**src/rtl/mem_arbiter_pkg.sv**
```systemverilog
// Shared definitions for the two-port cache-line memory arbiter.
package mem_arbiter_pkg;

  localparam int unsigned LINE_W = 256;
  localparam int unsigned ADDR_W = 32;

  typedef enum logic [1:0] {
    IDLE    = 2'd0,
    BUSY0   = 2'd1,
    BUSY1   = 2'd2,
    RELEASE = 2'd3
  } arb_state_e;

  // Command latched at grant time and held for the whole transaction.
  typedef struct packed {
    logic              write;
    logic [ADDR_W-1:0] addr;
    logic [LINE_W-1:0] data;
  } mem_cmd_t;

  // Returns 1 when port 1 should win; on a tie the port that did not win last time is chosen.
  function automatic logic pick_p1(input logic en0, input logic en1, input logic last_grant);
    if (en0 && en1) begin
      return !last_grant;
    end
    return en1;
  endfunction

endpackage

```
**src/rtl/mem_arbiter_if.sv**
```systemverilog
// Requester and memory signals of the arbiter, bundled with arbiter/environment views.
interface mem_arbiter_if;

  logic                                 p0_enable_i;
  logic                                 p0_write_i;
  logic [mem_arbiter_pkg::ADDR_W-1:0]   p0_addr_i;
  logic [mem_arbiter_pkg::LINE_W-1:0]   p0_data_i;
  logic [mem_arbiter_pkg::LINE_W-1:0]   p0_data_o;
  logic                                 p0_ack_o;

  logic                                 p1_enable_i;
  logic                                 p1_write_i;
  logic [mem_arbiter_pkg::ADDR_W-1:0]   p1_addr_i;
  logic [mem_arbiter_pkg::LINE_W-1:0]   p1_data_i;
  logic [mem_arbiter_pkg::LINE_W-1:0]   p1_data_o;
  logic                                 p1_ack_o;

  logic                                 mem_enable_o;
  logic                                 mem_write_o;
  logic [mem_arbiter_pkg::ADDR_W-1:0]   mem_addr_o;
  logic [mem_arbiter_pkg::LINE_W-1:0]   mem_data_o;
  logic [mem_arbiter_pkg::LINE_W-1:0]   mem_data_i;
  logic                                 mem_ack_i;

  logic                                 err_o;

  // Arbiter side.
  modport slave (
    input  p0_enable_i, p0_write_i, p0_addr_i, p0_data_i,
    output p0_data_o, p0_ack_o,
    input  p1_enable_i, p1_write_i, p1_addr_i, p1_data_i,
    output p1_data_o, p1_ack_o,
    output mem_enable_o, mem_write_o, mem_addr_o, mem_data_o,
    input  mem_data_i, mem_ack_i,
    output err_o
  );

  // Requester/memory environment side.
  modport master (
    output p0_enable_i, p0_write_i, p0_addr_i, p0_data_i,
    input  p0_data_o, p0_ack_o,
    output p1_enable_i, p1_write_i, p1_addr_i, p1_data_i,
    input  p1_data_o, p1_ack_o,
    input  mem_enable_o, mem_write_o, mem_addr_o, mem_data_o,
    output mem_data_i, mem_ack_i,
    input  err_o
  );

endinterface

```
**src/rtl/arb_watchdog.sv**
```systemverilog
// Busy-cycle counter that flags a transaction which has waited TIMEOUT cycles without an ack.
module arb_watchdog #(
  parameter int unsigned TIMEOUT = 64
) (
  input  logic clk_i,
  input  logic rst_i,
  input  logic clear_i,
  input  logic enable_i,
  output logic expired_o
);

  localparam int unsigned CNT_W = $clog2(TIMEOUT + 1);

  logic [CNT_W-1:0] count_q, count_d;

  // Clear outside a transaction, count each busy cycle that lacks an ack.
  always_comb begin
    count_d = count_q;
    if (clear_i) begin
      count_d = '0;
    end else if (enable_i) begin
      count_d = count_q + CNT_W'(1);
    end
  end

  // Counter register.
  always_ff @(posedge clk_i or negedge rst_i) begin
    if (!rst_i) begin
      count_q <= '0;
    end else begin
      count_q <= count_d;
    end
  end

  // Expiry is the cycle whose increment would bring the count to TIMEOUT.
  assign expired_o = enable_i && (count_q == CNT_W'(TIMEOUT - 1));

endmodule

```
**src/rtl/mem_arbiter.sv**
```systemverilog
// Two-port (icache/dcache) round-robin arbiter in front of a single line-wide memory.
module mem_arbiter
  import mem_arbiter_pkg::*;
#(
  parameter int unsigned TIMEOUT = 64
) (
  input logic          clk_i,
  input logic          rst_i,
  mem_arbiter_if.slave bus
);

  arb_state_e state_q, state_d;
  logic       last_grant_q, last_grant_d;
  logic       err_q, err_d;
  mem_cmd_t   cmd_q, cmd_d;
  logic       grant_p1;
  logic       busy;
  logic       wd_expired;

  assign busy = (state_q == BUSY0) || (state_q == BUSY1);

  arb_watchdog #(
    .TIMEOUT(TIMEOUT)
  ) u_watchdog (
    .clk_i     (clk_i),
    .rst_i     (rst_i),
    .clear_i   (!busy),
    .enable_i  (busy && !bus.mem_ack_i),
    .expired_o (wd_expired)
  );

  // Next-state logic: arbitration in IDLE, completion or timeout in BUSYn.
  always_comb begin
    state_d      = state_q;
    last_grant_d = last_grant_q;
    err_d        = err_q;
    cmd_d        = cmd_q;
    grant_p1     = pick_p1(bus.p0_enable_i, bus.p1_enable_i, last_grant_q);
    case (state_q)
      IDLE: begin
        if (bus.p0_enable_i || bus.p1_enable_i) begin
          last_grant_d = grant_p1;
          if (grant_p1) begin
            cmd_d   = '{write: bus.p1_write_i, addr: bus.p1_addr_i, data: bus.p1_data_i};
            state_d = BUSY1;
          end else begin
            cmd_d   = '{write: bus.p0_write_i, addr: bus.p0_addr_i, data: bus.p0_data_i};
            state_d = BUSY0;
          end
        end
      end
      BUSY0, BUSY1: begin
        // An ack in the expiry cycle wins: the watchdog only fires without an ack.
        if (bus.mem_ack_i) begin
          state_d = RELEASE;
        end else if (wd_expired) begin
          err_d   = 1'b1;
          state_d = RELEASE;
        end
      end
      RELEASE: state_d = IDLE;
      default: state_d = IDLE;
    endcase
  end

  // State, grant history, sticky error and latched command.
  always_ff @(posedge clk_i or negedge rst_i) begin
    if (!rst_i) begin
      state_q      <= IDLE;
      last_grant_q <= 1'b1;
      err_q        <= 1'b0;
      cmd_q        <= '0;
    end else begin
      state_q      <= state_d;
      last_grant_q <= last_grant_d;
      err_q        <= err_d;
      cmd_q        <= cmd_d;
    end
  end

  // Outputs decoded from state so a reset drops the memory request at once.
  always_comb begin
    bus.mem_enable_o = busy;
    bus.mem_write_o  = cmd_q.write;
    bus.mem_addr_o   = cmd_q.addr;
    bus.mem_data_o   = cmd_q.data;
    bus.p0_ack_o     = (state_q == BUSY0) && bus.mem_ack_i;
    bus.p1_ack_o     = (state_q == BUSY1) && bus.mem_ack_i;
    bus.p0_data_o    = (state_q == BUSY0) ? bus.mem_data_i : '0;
    bus.p1_data_o    = (state_q == BUSY1) ? bus.mem_data_i : '0;
    bus.err_o        = err_q;
  end

endmodule

```
**src/flat_wrapper.sv**
```systemverilog
// flat-port wrapper written by rule: the top's interface ports become plain ports
module mem_arbiter_flat import mem_arbiter_pkg::*;
#(
  parameter int unsigned TIMEOUT = 64
)
  (clk_i, rst_i, bus_p0_enable_i, bus_p0_write_i, bus_p0_addr_i, bus_p0_data_i, bus_p0_data_o, bus_p0_ack_o, bus_p1_enable_i, bus_p1_write_i, bus_p1_addr_i, bus_p1_data_i, bus_p1_data_o, bus_p1_ack_o, bus_mem_enable_o, bus_mem_write_o, bus_mem_addr_o, bus_mem_data_o, bus_mem_data_i, bus_mem_ack_i, bus_err_o);
  mem_arbiter_if bus_i ();
  input logic clk_i;
  input logic rst_i;
  input wire logic [$bits(bus_i.p0_enable_i)-1:0] bus_p0_enable_i;
  input wire logic [$bits(bus_i.p0_write_i)-1:0] bus_p0_write_i;
  input wire logic [$bits(bus_i.p0_addr_i)-1:0] bus_p0_addr_i;
  input wire logic [$bits(bus_i.p0_data_i)-1:0] bus_p0_data_i;
  output wire logic [$bits(bus_i.p0_data_o)-1:0] bus_p0_data_o;
  output wire logic [$bits(bus_i.p0_ack_o)-1:0] bus_p0_ack_o;
  input wire logic [$bits(bus_i.p1_enable_i)-1:0] bus_p1_enable_i;
  input wire logic [$bits(bus_i.p1_write_i)-1:0] bus_p1_write_i;
  input wire logic [$bits(bus_i.p1_addr_i)-1:0] bus_p1_addr_i;
  input wire logic [$bits(bus_i.p1_data_i)-1:0] bus_p1_data_i;
  output wire logic [$bits(bus_i.p1_data_o)-1:0] bus_p1_data_o;
  output wire logic [$bits(bus_i.p1_ack_o)-1:0] bus_p1_ack_o;
  output wire logic [$bits(bus_i.mem_enable_o)-1:0] bus_mem_enable_o;
  output wire logic [$bits(bus_i.mem_write_o)-1:0] bus_mem_write_o;
  output wire logic [$bits(bus_i.mem_addr_o)-1:0] bus_mem_addr_o;
  output wire logic [$bits(bus_i.mem_data_o)-1:0] bus_mem_data_o;
  input wire logic [$bits(bus_i.mem_data_i)-1:0] bus_mem_data_i;
  input wire logic [$bits(bus_i.mem_ack_i)-1:0] bus_mem_ack_i;
  output wire logic [$bits(bus_i.err_o)-1:0] bus_err_o;
  assign bus_i.p0_enable_i = bus_p0_enable_i;
  assign bus_i.p0_write_i = bus_p0_write_i;
  assign bus_i.p0_addr_i = bus_p0_addr_i;
  assign bus_i.p0_data_i = bus_p0_data_i;
  assign bus_p0_data_o = bus_i.p0_data_o;
  assign bus_p0_ack_o = bus_i.p0_ack_o;
  assign bus_i.p1_enable_i = bus_p1_enable_i;
  assign bus_i.p1_write_i = bus_p1_write_i;
  assign bus_i.p1_addr_i = bus_p1_addr_i;
  assign bus_i.p1_data_i = bus_p1_data_i;
  assign bus_p1_data_o = bus_i.p1_data_o;
  assign bus_p1_ack_o = bus_i.p1_ack_o;
  assign bus_mem_enable_o = bus_i.mem_enable_o;
  assign bus_mem_write_o = bus_i.mem_write_o;
  assign bus_mem_addr_o = bus_i.mem_addr_o;
  assign bus_mem_data_o = bus_i.mem_data_o;
  assign bus_i.mem_data_i = bus_mem_data_i;
  assign bus_i.mem_ack_i = bus_mem_ack_i;
  assign bus_err_o = bus_i.err_o;
  mem_arbiter #(.TIMEOUT(TIMEOUT)) u_core (.clk_i(clk_i), .rst_i(rst_i), .bus(bus_i));
endmodule
```
**config.mk**
```make
export PLATFORM = sky130hd
export DESIGN_NAME = mem_arbiter_flat
export DESIGN_NICKNAME = d
export VERILOG_FILES = /design/src/rtl/mem_arbiter_pkg.sv /design/src/rtl/mem_arbiter_if.sv /design/src/rtl/arb_watchdog.sv /design/src/rtl/mem_arbiter.sv /design/src/flat_wrapper.sv
export SDC_FILE = /design/constraint.sdc
export NUM_CORES = 1
export LEC_CHECK = 0
export CAP_MARGIN = 15
export CORE_AREA = 2 2 645 647
export CTS_CLUSTER_DIAMETER = 60
export DETAILED_ROUTE_END_ITERATION = 10
export DIE_AREA = 0 0 647 649
export REMOVE_ABC_BUFFERS = 1
export SLEW_MARGIN = 25
export SYNTH_ARGS = -nofsm -noshare
export SYNTH_HDL_FRONTEND = slang
export SYNTH_SLANG_ARGS = --single-unit
```
**constraint.sdc**
```tcl
create_clock -name clk_i -period 1.55 [get_ports clk_i]
set_input_delay 0.31 -clock clk_i [delete_from_list [all_inputs] [get_ports clk_i]]
set_output_delay 0.31 -clock clk_i [all_outputs]
set_load 0.02 [all_outputs]
```
==> impl_metrics.env <==
export IMPL_status="finished with violations"
export IMPL_violations="negative setup slack"
export IMPL_globalRouteOverflowTotal=0
export IMPL_clk_pin_slew_worst_paths_ps=60
export IMPL_routed_via_density=2.47
export IMPL_r2r_slack_ps=-560
export IMPL_clock_tree_root_cell="clkbuf_16"
export IMPL_maxCapViolCount=0
export IMPL_critPathMaxFanout=8
export IMPL_crit_required_ps=1240
export IMPL_hold_path_class="primary input to asynchronous set/reset pin"
export IMPL_drive_gt1_frac=0.304
export IMPL_finalCritPeriodShare=1.65
export IMPL_p_per_area_nw_per_um2=1790
export IMPL_final_area_um2=49500
export IMPL_drc=0
export IMPL_start_kind="flop"
export IMPL_fin_ws_ps=-1010
export IMPL_slew_headroom=0.677
export IMPL_start_util=0.0421
export IMPL_h_tree_depth=2
export IMPL_end_kind="output port"
export IMPL_first_global_vias=22200
export IMPL_nNetsFinal=4569
export IMPL_die_area_um2=420000
export IMPL_max_vdd_ir_drop_mv=0.783
export IMPL_dp_hpwl_um=318000
export IMPL_crit_type="flop to output port"
export IMPL_setup_violations_final=1089
export IMPL_worst_pin_slew_ps=471
export IMPL_dpl_cell_area_um2=46200
export IMPL_area_growth_pct=185
export IMPL_clock_skew_ps=63.2
export IMPL_final_hold_violation_count=0
export IMPL_async_flop_share=1.00
export IMPL_cts_made_buffers=43
export IMPL_postRouteAntennaNets=0
export IMPL_synth_cell_type_count=23
export IMPL_synth_area_um2=17400
export IMPL_first_pass_iters=5
export IMPL_drv_slew=0
export IMPL_ys_seq_area_frac=0.432
export IMPL_rsz0062_at_grt="true"
export IMPL_place_gp_congestion=0.985
export IMPL_wl_um=345000
export IMPL_grt_start_max_net_pins=63
export IMPL_leakage_nw=19.2
export IMPL_wl_per_cell_um=36.9
export IMPL_syn_inst=1880
export IMPL_drt_iter0_drc=1161
export IMPL_clockBufferDepth=3
export IMPL_synth_area_per_cell_um2=9.24
export IMPL_yosys_register_bits=300
export IMPL_dpl_worst_slack_ps=-1520
export IMPL_clock_fmax_ghz=0.391
export IMPL_grt_pass1_wl_um=393000
export IMPL_min_period_ps=2560
export IMPL_insertion_delay_ps=670
export IMPL_crit_arrival_ps=2250
export IMPL_fp_dieW_um=647
export IMPL_routed_via_count=23100
export IMPL_core_rowCount=236
export IMPL_die_h_um=649
export IMPL_io_buffers=1643
export IMPL_cts_tree="built"
export IMPL_setup_tns_ps=-687470
export IMPL_clock_sinks=300
export IMPL_io_pins=1644
export IMPL_nFillCells=47000
export IMPL_ys_warn_count=0
export IMPL_coreArea_um2=413000
export IMPL_synth_edf_count=0
export IMPL_antenna_found_initial=334
export IMPL_grt_usage=0.158
export IMPL_synth_ff_type="dfrtp_1"
synth_stat cells (2+ instances only):
cell type  count  area share
and2_1       519        0.19
dfrtp_1      299        0.43
nand2_1      294       0.064
mux2i_1      293        0.17
o21ai_1      289       0.083
clkbuf_1      92       0.020
buf_6         33       0.021
buf_4         15      0.0065
buf_2         14      0.0040
xnor2_1        6      0.0030
ha_1           5      0.0036
inv_1          3     0.00065
nand4b_1       3      0.0015
nor2_1         3     0.00065
nor2b_1        3      0.0011
o21ai_0        2     0.00058
flip-flops by register name, summed over array words and instances (netlist names):
name,cells
u_core.bus.mem_addr_o,32
u_core.bus.err_o,1
u_core.bus.mem_write_o,1
u_core.last_grant_q,1
u_core.state_q,2
u_core.u_watchdog.count_q,7
u_core.bus.mem_data_o,256
layout make-up:
type	instances	area, µm²	share of cell area
Timing Repair Buffer	1954	23800	0.481
Clock inverter	23	284	0.00574
Sequential cell	300	7510	0.152
Inverter	3	11.3	0.000227
Multi-Input combinational cell	1423	9590	0.194
Antenna cell	110	275	0.00556
Tap cell	5474	6850	0.138
Clock buffer	54	1180	0.0238
path summary, 6_finish.rpt:
check	cells after the start	to	start
max	8	bus_p0_data_o[171]	u_core.state_q[0]
min	2	u_core.bus.mem_data_o[47]	rst_i
max reg2reg	11	u_core.bus.mem_data_o[10]	u_core.state_q[1]
min reg2reg	1	u_core.bus.err_o	u_core.bus.err_o
max in group asynchronous	4	u_core.bus.mem_data_o[209]	rst_i
min in group clk_i	3	u_core.bus.mem_data_o[132]	bus_p0_data_i[132]
logic make-up after synthesis:
| family | Yosys count | share of synthesized area |
|---|---|---|
| compound gates | 296 | 0.0861 |
| xor+xnor | 6 | 0.00302 |
| fa+ha+maj | 5 | 0.00360 |
| buf+inv | 157 | 0.0524 |
| flops | 300 | 0.432 |
| mux | 293 | 0.169 |
| simple gates | 823 | 0.254 |
metal layers:
metal / track usage / part of all wire / up-vias
met4: 0.0805 / 0.066 / 146
met1: 0.134 / 0.29 / 10700
met5: 0 / 0.0029 / -
met2: 0.319 / 0.56 / 1482
li1: - / - / 10000
met3: 0.0531 / 0.080 / 763
per-stage QoR:
stage                      util  std cells  hold slack [ps]  power [mW]
final                     0.120       9341              112        88.8
after floorplan               -       1726             14.4        21.2
after global placement    0.112       9111              197        74.8
after global routing      0.120       9318             59.5        92.6
after detailed placement  0.112       9111              195        75.0
after CTS                 0.117       9208             22.5        88.3
cell usage in the layout (no fill, tap or decap), types with 11 or more instances in the layout:
cell	n
buf_6	67
buf_16	16
and2_4	231
buf_4	224
dfrtp_1	299
diode_2	110
mux2i_1	293
and2_1	282
buf_12	429
clkbuf_16	51
dlygate4sd2_1	24
o21ai_1	288
nand2_1	294
clkbuf_2	11
clkdlybuf4s15_2	64
clkdlybuf4s50_1	1103
critical path, cell delays in order, from the launching register on:
cell,delay (ps)
dfrtp_1,390
buf_6,130
ha_4,160
buf_12,150
buf_16,160
buf_16,160
clkbuf_16,160
and2_4,140
buf_12,140
where the power goes:
group | leakage (nW) | switching (mW) | internal (mW) | total (mW)
clock | 0.710 | 4.54 | 5.87 | 10.4
sequential | 3.72 | 2.30 | 11.6 | 13.9
combinational | 14.8 | 34.1 | 30.4 | 64.5
total | 19.2 | 41.0 | 47.8 | 88.8
repair_timing:
item	in CTS	in global routing
hold buffers	1	0
gates cloned	7	10
hold endpoints to repair	136	0
setup buffers	12	14
endpoints found under the setup margin	1096	1096
resized for setup	522	294
pin swaps	4	6
Power figures use the tool's default switching activity.
